**config.mk**
```make
export PLATFORM = sky130hd
export DESIGN_NAME = add_normalize
export DESIGN_NICKNAME = d
export VERILOG_FILES = /design/src/rtl/add_normalize.sv
export SDC_FILE = /design/constraint.sdc
export NUM_CORES = 1
export LEC_CHECK = 0
export BUFFER_PORTS_ARGS = -buffer_cell sky130_fd_sc_hd__buf_2
export CORE_ASPECT_RATIO = 0.8
export CORE_MARGIN = 2
export CORE_UTILIZATION = 61
export CTS_CLUSTER_DIAMETER = 200
export DETAILED_ROUTE_END_ITERATION = 16
export MAX_ROUTING_LAYER = met4
export PLACE_DENSITY = 0.81
export REMOVE_ABC_BUFFERS = 1
export SLEW_MARGIN = 20
export SYNTH_ARGS = -nofsm -noshare
export SYNTH_HDL_FRONTEND = slang
export SYNTH_SLANG_ARGS = --single-unit
```
**constraint.sdc**
```tcl
create_clock -name clk -period 13.6 [get_ports clk]
set_input_delay 2.04 -clock clk [delete_from_list [all_inputs] [get_ports clk]]
set_output_delay 2.04 -clock clk [all_outputs]
set_load 0.005 [all_outputs]
```
**src/rtl/add_normalize.sv**
```systemverilog
// add_normalize: adds or subtracts aligned significands, then normalizes one bit per cycle.
// FSM is IDLE -> ADD -> NORM* -> DONE. ADD takes two cycles: one forms the sum, one classifies it.
module add_normalize (
    input  logic        clk,
    input  logic        rst,
    input  logic        SA,
    input  logic        SB,
    input  logic        C,
    input  logic [7:0]  E,
    input  logic [27:0] A,
    input  logic [27:0] B,
    input  logic        in_valid,
    output logic        in_ready,
    output logic        out_valid,
    input  logic        out_ready,
    output logic        out_sign,
    output logic [7:0]  out_exp,
    output logic [27:0] out_mant,
    output logic        out_zero,
    output logic        out_ovf
);
    localparam logic [1:0] IDLE = 2'd0, ADD = 2'd1, NORM = 2'd2, DONE = 2'd3;
    logic [1:0]  st;
    logic        ph, sa_q, sb_q, c_q, sgn;
    logic [7:0]  e_q;
    logic [27:0] a_q, b_q, m, sum, m_sh;
    logic        go, r_sign, r_zero, r_ovf;
    logic [7:0]  r_exp;
    logic [27:0] r_mant;
    assign in_ready  = st == IDLE;
    assign out_valid = st == DONE;
    assign sum  = (sa_q == sb_q) ? a_q + b_q : c_q ? a_q - b_q : b_q - a_q;
    assign m_sh = {m[26:0], 1'b0};
    always_comb begin
        go = 1'b0;
        r_sign = sgn;
        r_exp = e_q;
        r_mant = m;
        r_zero = 1'b0;
        r_ovf = 1'b0;
        if (st == ADD && ph) begin
            if (m[27]) begin
                go = 1'b1;
                r_ovf = e_q == 8'd254;
                r_exp = r_ovf ? 8'd255 : e_q + 8'd1;
                r_mant = r_ovf ? 28'd0 : {1'b0, m[27:2], m[1] | m[0]};
            end else if (m == 28'd0) begin
                go = 1'b1;
                r_sign = 1'b0;
                r_exp = 8'd0;
                r_zero = 1'b1;
            end else if (m[26]) begin
                go = 1'b1;
            end else if (e_q == 8'd1) begin
                go = 1'b1;
                r_exp = 8'd0;
            end
        end else if (st == NORM) begin
            go = e_q == 8'd1 || m_sh[26];
            r_exp = e_q == 8'd1 ? 8'd0 : e_q - 8'd1;
            r_mant = e_q == 8'd1 ? m : m_sh;
        end
    end
    always_ff @(posedge clk) begin
        if (rst) begin
            st <= IDLE;
            ph <= 1'b0;
            out_sign <= 1'b0;
            out_exp <= 8'd0;
            out_mant <= 28'd0;
            out_zero <= 1'b0;
            out_ovf <= 1'b0;
        end else begin
            case (st)
                IDLE: if (in_valid) begin
                    sa_q <= SA;
                    sb_q <= SB;
                    c_q <= C;
                    e_q <= E;
                    a_q <= A;
                    b_q <= B;
                    ph <= 1'b0;
                    st <= ADD;
                end
                ADD: if (!ph) begin
                    m <= sum;
                    sgn <= (sa_q == sb_q || c_q) ? sa_q : sb_q;
                    ph <= 1'b1;
                end else if (!go) begin
                    st <= NORM;
                end
                NORM: if (e_q != 8'd1) begin
                    m <= m_sh;
                    e_q <= e_q - 8'd1;
                end
                default: if (out_ready) st <= IDLE;
            endcase
            if (go) begin
                st <= DONE;
                out_sign <= r_sign;
                out_exp <= r_exp;
                out_mant <= r_mant;
                out_zero <= r_zero;
                out_ovf <= r_ovf;
            end
        end
    end
endmodule

```
==> run summary <==
PWR
--------------------------------------------------------------------------------------
Power density over the cells                                                107 nW/um2
Static leakage power                                                           4.70 nW
Overall power after layout                                                     1.24 mW
Worst IR drop on VDD                                                         0.0831 mV

TIMING
--------------------------------------------------------------------------------------
Layout Skew                                                                 0.00850 ns
Final setup violation count                                                          0
Final period demand of the worst path                                          3.76 ns
Setup TNS                                                                         0 ns
Least-Margin Pin Slew                                                         0.820 ns
Total count of max-transition violations in the final report                         0
Worst slew margin relative to its limit                                          45.3%
Maximum frequency from static timing analysis                                0.266 GHz
Fraction of the cycle the final worst path needs                                 27.6%
Setup repair after global routing missed its margin                                 no
Worst Slack Setup Final                                                        9.84 ns
Number of hold violations in the final report                                        0

LOGIC SYNTHESIS
--------------------------------------------------------------------------------------
Synth top area cells                                                      sky130_fd_sc_hd__edfxtp_1, sky130_fd_sc_hd__ha_1, sky130_fd_sc_hd__dfxtp_1, sky130_fd_sc_hd__a21oi_1, sky130_fd_sc_hd__o21ai_0
EDFF count, synth                                                                   96
Async S/R FF share, synth                                                           0%
Share of Yosys cell area claimed by the top area cell type                       27.8%
Combined area of all synthesized cells                                       10400 um2
Gate count after technology mapping                                               1199
Predominant post-synthesis flop cell                                      sky130_fd_sc_hd__edfxtp_1
Synth cell types                                                                    77
Cell type with the highest aggregate area in the netlist                  sky130_fd_sc_hd__edfxtp_1
Syn Area/Cell                                                                 8.66 um2
Warnings from Yosys                                                                  0
Number of storage elements in the synthesis netlist                                138
Part of the Yosys area used for sequential elements                              35.9%

FINISH
--------------------------------------------------------------------------------------
Nets                                                                              1426
Leading cell type in the layout, fill and taps excluded                   sky130_fd_sc_hd__a21oi_1
Final-layout fill cell count                                                      1321
Layout overhead on the synthesized area                                          11.3%
Highest-count cells in the layout ignoring fill and taps                  sky130_fd_sc_hd__a21oi_1, sky130_fd_sc_hd__buf_2, sky130_fd_sc_hd__nor2_1, sky130_fd_sc_hd__nand2_1, sky130_fd_sc_hd__edfxtp_1
Total inserted antenna cells                                                         0
Share of post-route cells with drive strength above 1                            14.7%
Finished Cell Area                                                           11600 um2

ROUTE
--------------------------------------------------------------------------------------
Post-DR vias/cell                                                                 6.53
Antenna viol nets, final                                                             0
Total met2 wirelength after detailed routing                                  12400 um
Length of routed wiring on met1                                               12300 um
Number of iterations in the first detailed-routing pass                             11
Overall via count from detail_route                                               9750
Number of DRC violations after detailed routing                                      0
Routed WL                                                                     28300 um
Top layer in use                                                                  met4
Starting DRT DRC Count                                                            1337
Routed wire per std cell                                                       18.9 um
Met3 wire len                                                                  2960 um

STATUS
--------------------------------------------------------------------------------------
Outcome                                                                   finished clean

PLACED DESIGN
--------------------------------------------------------------------------------------
Final weighted congestion of routability-driven global placement                 0.983
Port-buffer cells                                                                  111
Final HPWL from detailed placement                                            20600 um
Post-DP Area                                                                 11000 um2
Worst setup slack before clock tree synthesis                                  9.37 ns

DIE
--------------------------------------------------------------------------------------
Die footprint                                                                18100 um2
Starting density of the core                                                     62.5%
Area of the core                                                             16600 um2
Die span in x                                                                   150 um
Boundary pin count                                                                 112
Height of the chip                                                              121 um
Site row count                                                                      42

CRITICAL PATH
--------------------------------------------------------------------------------------
Setup slack of the most critical reg-to-reg path                              10.19 ns
End of the critical path                                                       a_q[12]
R2R Path Start                                                                 b_q[16]
End of the worst register-to-register path                                       m[27]
Critical path class                                                             in2reg
Worst setup path start                                                             rst
R2r worst-path depth                                                                10
Worst EP arrival                                                               3.81 ns
CP max FO                                                                           53
Worst Setup Start Kind                                                    primary input
CP Data Required Time                                                         13.65 ns
Worst Setup End Kind                                                         flip-flop

GLOBAL ROUTE
--------------------------------------------------------------------------------------
Initial antenna violation count                                                      0
Overflow left after global routing                                                   0
All-layer global routing usage                                                   31.8%
Number of global-route vias before repair                                         8583
Pin count of the biggest net entering global routing                                60
Global-route wire length before repair                                        44100 um

CLOCK NETWORK
--------------------------------------------------------------------------------------
Number of H-tree branching levels                                                    4
Buffer cell driving the clock tree root                                   sky130_fd_sc_hd__clkbuf_16
Clock tree from TritonCTS                                                        built
Post-cts resize count                                                                0
Worst-case clock buffer depth                                                        2
Sink Count                                                                         138
Number of buffers created by CTS                                                    17
Quantity of hold-fixing buffers added after cts                                      0
Post-CTS Setup Repair Bufs                                                           0
Worst skew pair latency                                                        0.42 ns
Clock slew at the register clock pins of the worst setup and hold paths        0.06 ns

FLOW RUN
--------------------------------------------------------------------------------------
Max Cap Violations                                                                   0

WORST HOLD PATH
--------------------------------------------------------------------------------------
Worst Hold Class                                                               reg2reg

state kept, by name, summed over array words and instances, names as in the netlist, 2 cells and up:
signal	flops
a_q	28
b_q	28
m	28
out_mant	28
e_q	8
out_exp	8
st	2
report_power, final:
part / leakage, nW / switching [mW] / internal (mW) / total, mW
registers: 1.23 / 0.0270 / 0.484 / 0.511
clock network: 0.279 / 0.196 / 0.260 / 0.455
logic: 3.19 / 0.168 / 0.102 / 0.270
total: 4.70 / 0.391 / 0.845 / 1.24
routing by layer:
metal / vias to the layer above / GRT usage (%)
li1: 4544 / -
met1: 4533 / 45.2
met2: 608 / 46.6
met3: 65 / 5.70
met4: 0 / 9.43
met5: - / -
cells in the mapped netlist (4+ instances only):
master / number
sky130_fd_sc_hd__a2111oi_2: 4
sky130_fd_sc_hd__a211o_1: 4
sky130_fd_sc_hd__a211oi_1: 38
sky130_fd_sc_hd__a21o_1: 13
sky130_fd_sc_hd__a21oi_1: 129
sky130_fd_sc_hd__a221oi_1: 6
sky130_fd_sc_hd__a222oi_1: 25
sky130_fd_sc_hd__a311oi_1: 4
sky130_fd_sc_hd__a31oi_1: 7
sky130_fd_sc_hd__and2_1: 8
sky130_fd_sc_hd__buf_1: 7
sky130_fd_sc_hd__buf_2: 11
sky130_fd_sc_hd__buf_4: 6
sky130_fd_sc_hd__clkbuf_1: 53
sky130_fd_sc_hd__dfxtp_1: 42
sky130_fd_sc_hd__edfxtp_1: 96
sky130_fd_sc_hd__ha_1: 91
sky130_fd_sc_hd__inv_1: 84
sky130_fd_sc_hd__mux2_2: 5
sky130_fd_sc_hd__mux2i_1: 8
sky130_fd_sc_hd__nand2_1: 100
sky130_fd_sc_hd__nand2b_1: 8
sky130_fd_sc_hd__nand3_1: 23
sky130_fd_sc_hd__nand3b_1: 5
sky130_fd_sc_hd__nand4_1: 14
sky130_fd_sc_hd__nor2_1: 103
sky130_fd_sc_hd__nor2b_1: 14
sky130_fd_sc_hd__nor3_1: 33
sky130_fd_sc_hd__nor3b_1: 5
sky130_fd_sc_hd__nor4_1: 15
sky130_fd_sc_hd__o211ai_1: 20
sky130_fd_sc_hd__o21a_1: 11
sky130_fd_sc_hd__o21ai_0: 85
sky130_fd_sc_hd__o21ai_1: 4
sky130_fd_sc_hd__o21ba_2: 4
sky130_fd_sc_hd__o21bai_1: 14
sky130_fd_sc_hd__o31ai_1: 10
sky130_fd_sc_hd__xnor2_1: 26
sky130_fd_sc_hd__xor2_1: 5
worst min path at each step:
stage | startpoint | endpoint | slack, ns | cells after the start
4_1_cts | out_exp[1] | out_exp[1] | 0.45 | 2
3_3_place_gp | out_exp[1] | out_exp[1] | 0.44 | 2
5_1_grt | out_exp[1] | out_exp[1] | 0.47 | 2
2_1_floorplan | out_exp[1] | out_exp[1] | 0.44 | 2
3_5_place_dp | out_exp[1] | out_exp[1] | 0.44 | 2
6_report | out_exp[1] | out_exp[1] | 0.45 | 2
stage by stage:
step | utilization, % | cells | hold slack [ns]
after floorplan | - | 1120 | 0.442
after global placement | 66.0 | 1462 | 0.437
after detailed placement | 66.0 | 1462 | 0.441
after CTS | 69.6 | 1494 | 0.450
after global routing | 69.6 | 1494 | 0.466
final | 69.6 | 1494 | 0.446
final cells by class:
cell class / instances / area [um2] / share of cell area [%]
Tap cell: 220 / 275 / 2.38
Clock buffer: 20 / 479 / 4.15
Timing Repair Buffer: 122 / 638 / 5.52
Multi-Input combinational cell: 895 / 6010 / 52.0
Clock inverter: 12 / 103 / 0.888
Inverter: 87 / 327 / 2.83
Sequential cell: 138 / 3720 / 32.2
kinds of logic (layout without fill, tap and decap cells):
family / count (synthesis) / in the layout / synth area share (%)
xor+xnor: 31 / 31 / 2.62
simple gates: 344 / 344 / 15.8
compound gates: 413 / 413 / 26.4
buf+inv: 166 / 241 / 6.50
mux: 13 / 13 / 1.31
fa+ha+maj: 94 / 94 / 11.6
flops: 138 / 138 / 35.9
worst max-delay path, cell delays in order:
cell and delay [ns]:
sky130_fd_sc_hd__buf_2 0.09, sky130_fd_sc_hd__buf_4 0.26, sky130_fd_sc_hd__nor3_2 0.66, sky130_fd_sc_hd__buf_4 0.69
Note: power is estimated with default switching activity, not from simulation.
